File: config.mk
export PLATFORM = sky130hd
export DESIGN_NAME = montgomery_precompute
export DESIGN_NICKNAME = d
export VERILOG_FILES = /design/src/rtl/montgomery_precompute.sv
export SDC_FILE = /design/constraint.sdc
export NUM_CORES = 1
export LEC_CHECK = 0
export CORE_MARGIN = 5
export CORE_UTILIZATION = 35
export CTS_BUF_LIST = sky130_fd_sc_hd__clkbuf_8
export DETAILED_ROUTE_END_ITERATION = 16
export PLACE_DENSITY = 0.57
export SYNTH_ARGS = -nofsm -noshare
export SYNTH_HDL_FRONTEND = slang
export SYNTH_SLANG_ARGS = --single-unit
File: constraint.sdc
create_clock -name clk_i -period 13.55 [get_ports clk_i]
set_input_delay 1.355 -clock clk_i [delete_from_list [all_inputs] [get_ports clk_i]]
set_output_delay 1.355 -clock clk_i [all_outputs]
set_load 0.005 [all_outputs]
File: src/rtl/montgomery_precompute.sv
// -----------------------------------------------------------------------------
// montgomery_precompute
//
// Derives the Montgomery constants for a 64-bit odd modulus m:
//   m_bl = bit length of m (so R = 2^m_bl > m)
//   minv = -m^-1 mod R
// The inverse is built bit-serially by Hensel lifting (adds and shifts only),
// so latency is fixed at 66 cycles from accept to valid. An even or zero
// modulus is flagged as an error after 2 cycles.
//
// Ports:
//   clk_i    in   1   rising-edge clock
//   rst_i    in   1   synchronous active-high reset
//   start_i  in   1   request, sampled only while idle
//   m_i      in  64   modulus, captured on the accepted start
//   busy_o   out  1   high from the cycle after accept through the valid cycle
//   valid_o  out  1   one-cycle pulse, outputs below valid from this cycle on
//   error_o  out  1   modulus was even or zero
//   m_o      out 64   captured modulus
//   m_bl_o   out 64   bit length of m, zero-extended
//   minv_o   out 64   -m^-1 mod 2^m_bl (zero on error)
// -----------------------------------------------------------------------------
module montgomery_precompute (
    input  logic        clk_i,
    input  logic        rst_i,
    input  logic        start_i,
    input  logic [63:0] m_i,
    output logic        busy_o,
    output logic        valid_o,
    output logic        error_o,
    output logic [63:0] m_o,
    output logic [63:0] m_bl_o,
    output logic [63:0] minv_o
);

    localparam int DATA_W = 64;

    typedef enum logic [2:0] {
        S_IDLE,
        S_BITLEN,
        S_INVERT,
        S_FINAL,
        S_DONE
    } state_t;

    state_t              r_state;
    logic [DATA_W-1:0]   r_m_q;
    logic [DATA_W-1:0]   r_y;      // partial inverse of m
    logic [DATA_W-1:0]   r_t;      // m * r_y mod 2^64
    logic [5:0]          r_i;
    logic [6:0]          r_bl;

    logic                r_busy;
    logic                r_valid;
    logic                r_error;
    logic [DATA_W-1:0]   r_m;
    logic [DATA_W-1:0]   r_m_bl;
    logic [DATA_W-1:0]   r_minv;

    logic [6:0]          w_bl;
    logic [DATA_W-1:0]   w_minv;
    logic [DATA_W-1:0]   w_addend;

    // Index of the highest set bit plus one; 0 when no bit is set.
    function automatic logic [6:0] bit_length(input logic [DATA_W-1:0] v);
        logic [6:0] n;
        n = '0;
        for (int k = 0; k < DATA_W; k++) begin
            if (v[k]) n = 7'(k + 1);
        end
        return n;
    endfunction

    // Low bl bits set. bl = 64 is special-cased so the shift cannot wrap.
    function automatic logic [DATA_W-1:0] low_mask(input logic [6:0] bl);
        if (bl >= 7'd64) return '1;
        return (64'd1 << bl) - 64'd1;
    endfunction

    // Two's-complement negate, reduced modulo 2^bl by masking.
    function automatic logic [DATA_W-1:0] neg_mod(input logic [DATA_W-1:0] y,
                                                  input logic [6:0]        bl);
        return (~y + 64'd1) & low_mask(bl);
    endfunction

    assign w_bl     = bit_length(r_m_q);
    assign w_minv   = neg_mod(r_y, r_bl);
    assign w_addend = r_m_q << r_i;

    always_ff @(posedge clk_i) begin
        if (rst_i) begin
            // Datapath registers are left alone; they are reloaded on accept.
            r_state <= S_IDLE;
            r_busy  <= 1'b0;
            r_valid <= 1'b0;
            r_error <= 1'b0;
            r_m     <= '0;
            r_m_bl  <= '0;
            r_minv  <= '0;
        end else begin
            case (r_state)
                S_IDLE: begin
                    if (start_i) begin
                        r_m_q   <= m_i;
                        r_y     <= 64'd1;
                        r_t     <= m_i;
                        r_i     <= 6'd1;
                        r_busy  <= 1'b1;
                        r_state <= S_BITLEN;
                    end
                end

                S_BITLEN: begin
                    r_bl <= w_bl;
                    if (!r_m_q[0]) begin
                        // Even or zero modulus has no inverse: publish error now.
                        r_m     <= r_m_q;
                        r_m_bl  <= {57'd0, w_bl};
                        r_minv  <= '0;
                        r_error <= 1'b1;
                        r_valid <= 1'b1;
                        r_state <= S_DONE;
                    end else begin
                        r_state <= S_INVERT;
                    end
                end

                S_INVERT: begin
                    // Invariant: m*y == 1 mod 2^i on entry. If bit i of m*y is
                    // set, adding 2^i to y (i.e. m<<i to t) clears it.
                    if (r_t[r_i]) begin
                        r_y[r_i] <= 1'b1;
                        r_t      <= r_t + w_addend;
                    end
                    r_i <= r_i + 6'd1;
                    if (r_i == 6'd63) r_state <= S_FINAL;
                end

                S_FINAL: begin
                    r_m     <= r_m_q;
                    r_m_bl  <= {57'd0, r_bl};
                    r_minv  <= w_minv;
                    r_error <= 1'b0;
                    r_valid <= 1'b1;
                    r_state <= S_DONE;
                end

                S_DONE: begin
                    r_valid <= 1'b0;
                    r_busy  <= 1'b0;
                    r_state <= S_IDLE;
                end

                default: begin
                    r_valid <= 1'b0;
                    r_busy  <= 1'b0;
                    r_state <= S_IDLE;
                end
            endcase
        end
    end

    assign busy_o  = r_busy;
    assign valid_o = r_valid;
    assign error_o = r_error;
    assign m_o     = r_m;
    assign m_bl_o  = r_m_bl;
    assign minv_o  = r_minv;

endmodule
==> impl_metrics.py <==
metrics = {
    "run_status": {
        "outcome": "complete, no violations",
    },
    "place": {
        "port_buffers": 204,
        "dp.cells": 3664,
        "dp_hpwl_mm": 66.39,
        "gp_congestion": 0.9659,
        "placed_area_sq_mm": 0.02569,
    },
    "route": {
        "ant_nets": 0,
        "vias_per_cell": 5.800,
        "drt_iter0_drc": 2084,
        "num_vias": 21920,
        "dr.pass1.iters": 5,
        "drc_errors": 0,
        "wl_mm": 91.89,
        "wl_per_cell_um": 24.32,
    },
    "synthesis": {
        "netlist_instances": 2736,
        "synth.avg_cell_area_sq_um": 8.431,
        "netlist_area_sq_mm": 0.02307,
        "synth_commonest_cells": "452 x nand2_1, 357 x nor2_1, 296 x a21oi_1",
        "synth_top_cell_area_share_pct": 26.69,
        "yosys_warnings": 0,
        "ys.flop_type": "edfxtp_1",
        "ys_types": 78,
        "synth-seq-area-share_pct": 38.93,
        "synth.most_common_cell": "nand2_1",
        "synth_edf_count": 205,
        "synthTopCellsByArea": "edfxtp_1 27%, dfxtp_1 12%, nand2_1 7.4%, a21oi_1 6.4%, nor2_1 5.8%",
        "yosys_register_bits": 346,
        "yosysTopAreaCell": "edfxtp_1",
        "async_flop_share_pct": 0,
    },
    "global_route": {
        "grt_use_total_pct": 24.54,
        "antenna_found_initial": 0,
        "grt_remaining_overflow": 0,
        "grt_pass1_wl_mm": 135.3,
        "grt_use_met1_pct": 33.36,
        "grt_use_met2_pct": 40.65,
        "grt_util_met3_pct": 3.567,
        "grt_pass1_vias": 21000,
        "grt-busiest-layer": "met2",
        "grt_max_degree": 103,
    },
    "floorplanning": {
        "die_h_um": 266.7,
        "start_util_pct": 35.21,
        "num_io_pins": 262,
        "rows": 94,
        "dieWidth_um": 266.7,
        "core_sq_mm": 0.06551,
        "die_area_sq_mm": 0.07114,
    },
    "clock_tree": {
        "cts_tree": "done",
        "path_clk_slew_ns": 0.07,
        "cts_made_buffers": 61,
        "cts_buffer_depth": 3,
        "root_buffer": "clkbuf_8",
        "cts_setup_buffers": 0,
        "hold_buffers": 0,
        "h-tree-depth": 2,
        "cts_repair_resize_count": 0,
        "clkLatencyLatePin_ns": 0.70,
        "clock_sinks": 346,
    },
    "sta": {
        "clock_skew_ns": 0.02924,
        "fin_crit_sh_pct": 50.13,
        "rsz0062_at_grt": "false",
        "hold_viol": 0,
        "fin_tns_setup_ns": 0,
        "maxSlewViolCount": 0,
        "relSlewSlack_pct": 19.75,
        "tightest_slew_ns": 1.195,
        "max_freq_mhz": 147.2,
        "fin_crit_ns": 6.792,
        "setup_viol": 0,
    },
    "finish": {
        "final_util_pct": 41.22,
        "drive_gt1_share_pct": 7.650,
        "final_area_sq_mm": 0.02700,
        "finalNetCount": 2997,
        "fin_cells": 3779,
        "nFillCells": 6567,
        "area_growth_pct": 17.08,
        "n_antenna_cell": 0,
    },
    "critical_path": {
        "worstPathCellList": "inv_1 -> buf_4 -> nand2_1 -> nor2_1 -> nand2b_1 -> inv_1 -> ha_1 -> a211oi_1 -> o21ai_0 -> a311oi_1 -> a21oi_1 -> a2111o_1 -> a2111oi_0 -> nor3_1 -> a2111oi_0 -> o41ai_1 -> xnor2_1 -> o21ai_0",
        "cp-end-kind": "flop",
        "critPathKind": "reg2reg",
        "cp_top_family": "compound AO/OA/AOI/OAI gates",
        "cp_slowest_cell": "nor2_1",
        "cp_num_buf_inv": 3,
        "worstPathRequired_ns": 13.98,
        "critPathMaxFanout": 29,
        "startpoint_type": "flop",
        "arrival_ns": 7.22,
        "slowest_delay_ns": 0.81,
    },
    "job": {
        "drv_cap": 0,
    },
    "min_path": {
        "hold_path_class": "reg2reg",
    },
    "power": {
        "power_mw": 2.885,
        "powerDensity_mw_per_mm2": 106.8,
        "leakage_nw": 9.977,
        "ir_drop_v": 0.0001225,
    },
}
[worst register-to-register path, delay by kind of cell, from the launching register on]
kind	cells	cell delay, ns
AO/OA/AOI/OAI	9	3.56
AND/OR/NAND/NOR	4	1.71
buffers and inverters	3	0.53
flip-flops	1	0.38
adder cells (fa/ha/maj)	1	0.24
XOR/XNOR	1	0.13
[power by group]
| part | internal (mW) | switching (mW) |
|---|---|---|
| registers | 1.17 | 0.0707 |
| logic | 0.223 | 0.365 |
| clock network | 0.580 | 0.473 |
| total | 1.98 | 0.909 |
[final timing paths]
| kind | from | endpoint | slack [ns] | depth (start not counted) |
|---|---|---|---|---|
| setup / recovery | r_i[5]$_SDFFCE_PN0P_ | r_t[63]$_DFFE_PP_ | 6.76 | 18 |
| hold / removal | m_o[30]$_SDFFE_PP0P_ | m_o[30]$_SDFFE_PP0P_ | 0.45 | 2 |
| setup reg to reg | r_i[5]$_SDFFCE_PN0P_ | r_t[63]$_DFFE_PP_ | 6.76 | 18 |
| hold reg to reg | m_o[30]$_SDFFE_PP0P_ | m_o[30]$_SDFFE_PP0P_ | 0.45 | 2 |
[layout by cell type, fill, tap and decap left out, drive strengths merged, types with 16 or more instances in the layout]
| cell type | count |
|---|---|
| nor4 | 27 |
| a32oi | 30 |
| xnor2 | 68 |
| nor2b | 18 |
| ha | 66 |
| nand3 | 27 |
| edfxtp | 205 |
| dfxtp | 141 |
| xor2 | 53 |
| clkinv | 18 |
| or4 | 17 |
| buf | 35 |
| clkdlybuf4s50 | 203 |
| o21ai | 166 |
| nor2 | 357 |
| inv | 63 |
| a31oi | 28 |
| a21o | 31 |
| conb | 57 |
| o211ai | 18 |
| or3 | 17 |
| o22ai | 22 |
| mux2i | 52 |
| nand2 | 453 |
| a221oi | 16 |
| clkbuf | 72 |
| a21oi | 296 |
| nand2b | 16 |
| a211oi | 22 |
| nor3 | 69 |
| a22oi | 22 |
| mux4 | 46 |
[flip-flops by register name, summed over array words and instances, names as in the netlist]
name	flops
r_bl	7
busy_o	1
error_o	1
valid_o	1
r_state	3
r_t	64
r_i	6
m_o	64
r_y	64
r_m_q	64
minv_o	64
m_bl_o	7
[metal layers]
layer	vias to the layer above	part of all wire (%)
met5	-	0
met3	160	6.7
met1	10750	43
met2	933	47
met4	0	3.2
li1	10080	-
[metrics by stage]
| stage | hold slack [ns] | setup slack, ns |
|---|---|---|
| 2_1_floorplan | 0.4244 | 7.119 |
| 3_3_place_gp | 0.4415 | 6.959 |
| 3_5_place_dp | 0.4467 | 6.888 |
| 4_1_cts | 0.4548 | 6.858 |
| 5_1_grt | 0.4671 | 6.375 |
| 6_report | 0.4544 | 6.758 |
[logic make-up (layout without fill, tap and decap cells)]
family / after synthesis / count (layout) / synth area share [%]
AO/OA/AOI/OAI: 759 / 759 / 20.12
XOR/XNOR: 121 / 121 / 4.595
adder cells (fa/ha/maj): 67 / 67 / 3.667
buffers and inverters: 274 / 397 / 5.419
flip-flops: 346 / 346 / 38.93
multiplexers: 107 / 107 / 7.187
other: 1 / 57 / 0.01626
AND/OR/NAND/NOR: 1061 / 1061 / 20.07
[layout make-up]
type	count	area (sq um)	share of cell area (%)
Clock buffer	72	991.0	3.670
Sequential cell	346	8979	33.25
Timing Repair Buffer	238	2295	8.497
Multi-Input combinational cell	2172	13170	48.77
Inverter	44	165.2	0.6116
Tap cell	864	1081	4.003
Clock inverter	43	325.3	1.205
Power figures use the tool's default switching activity.
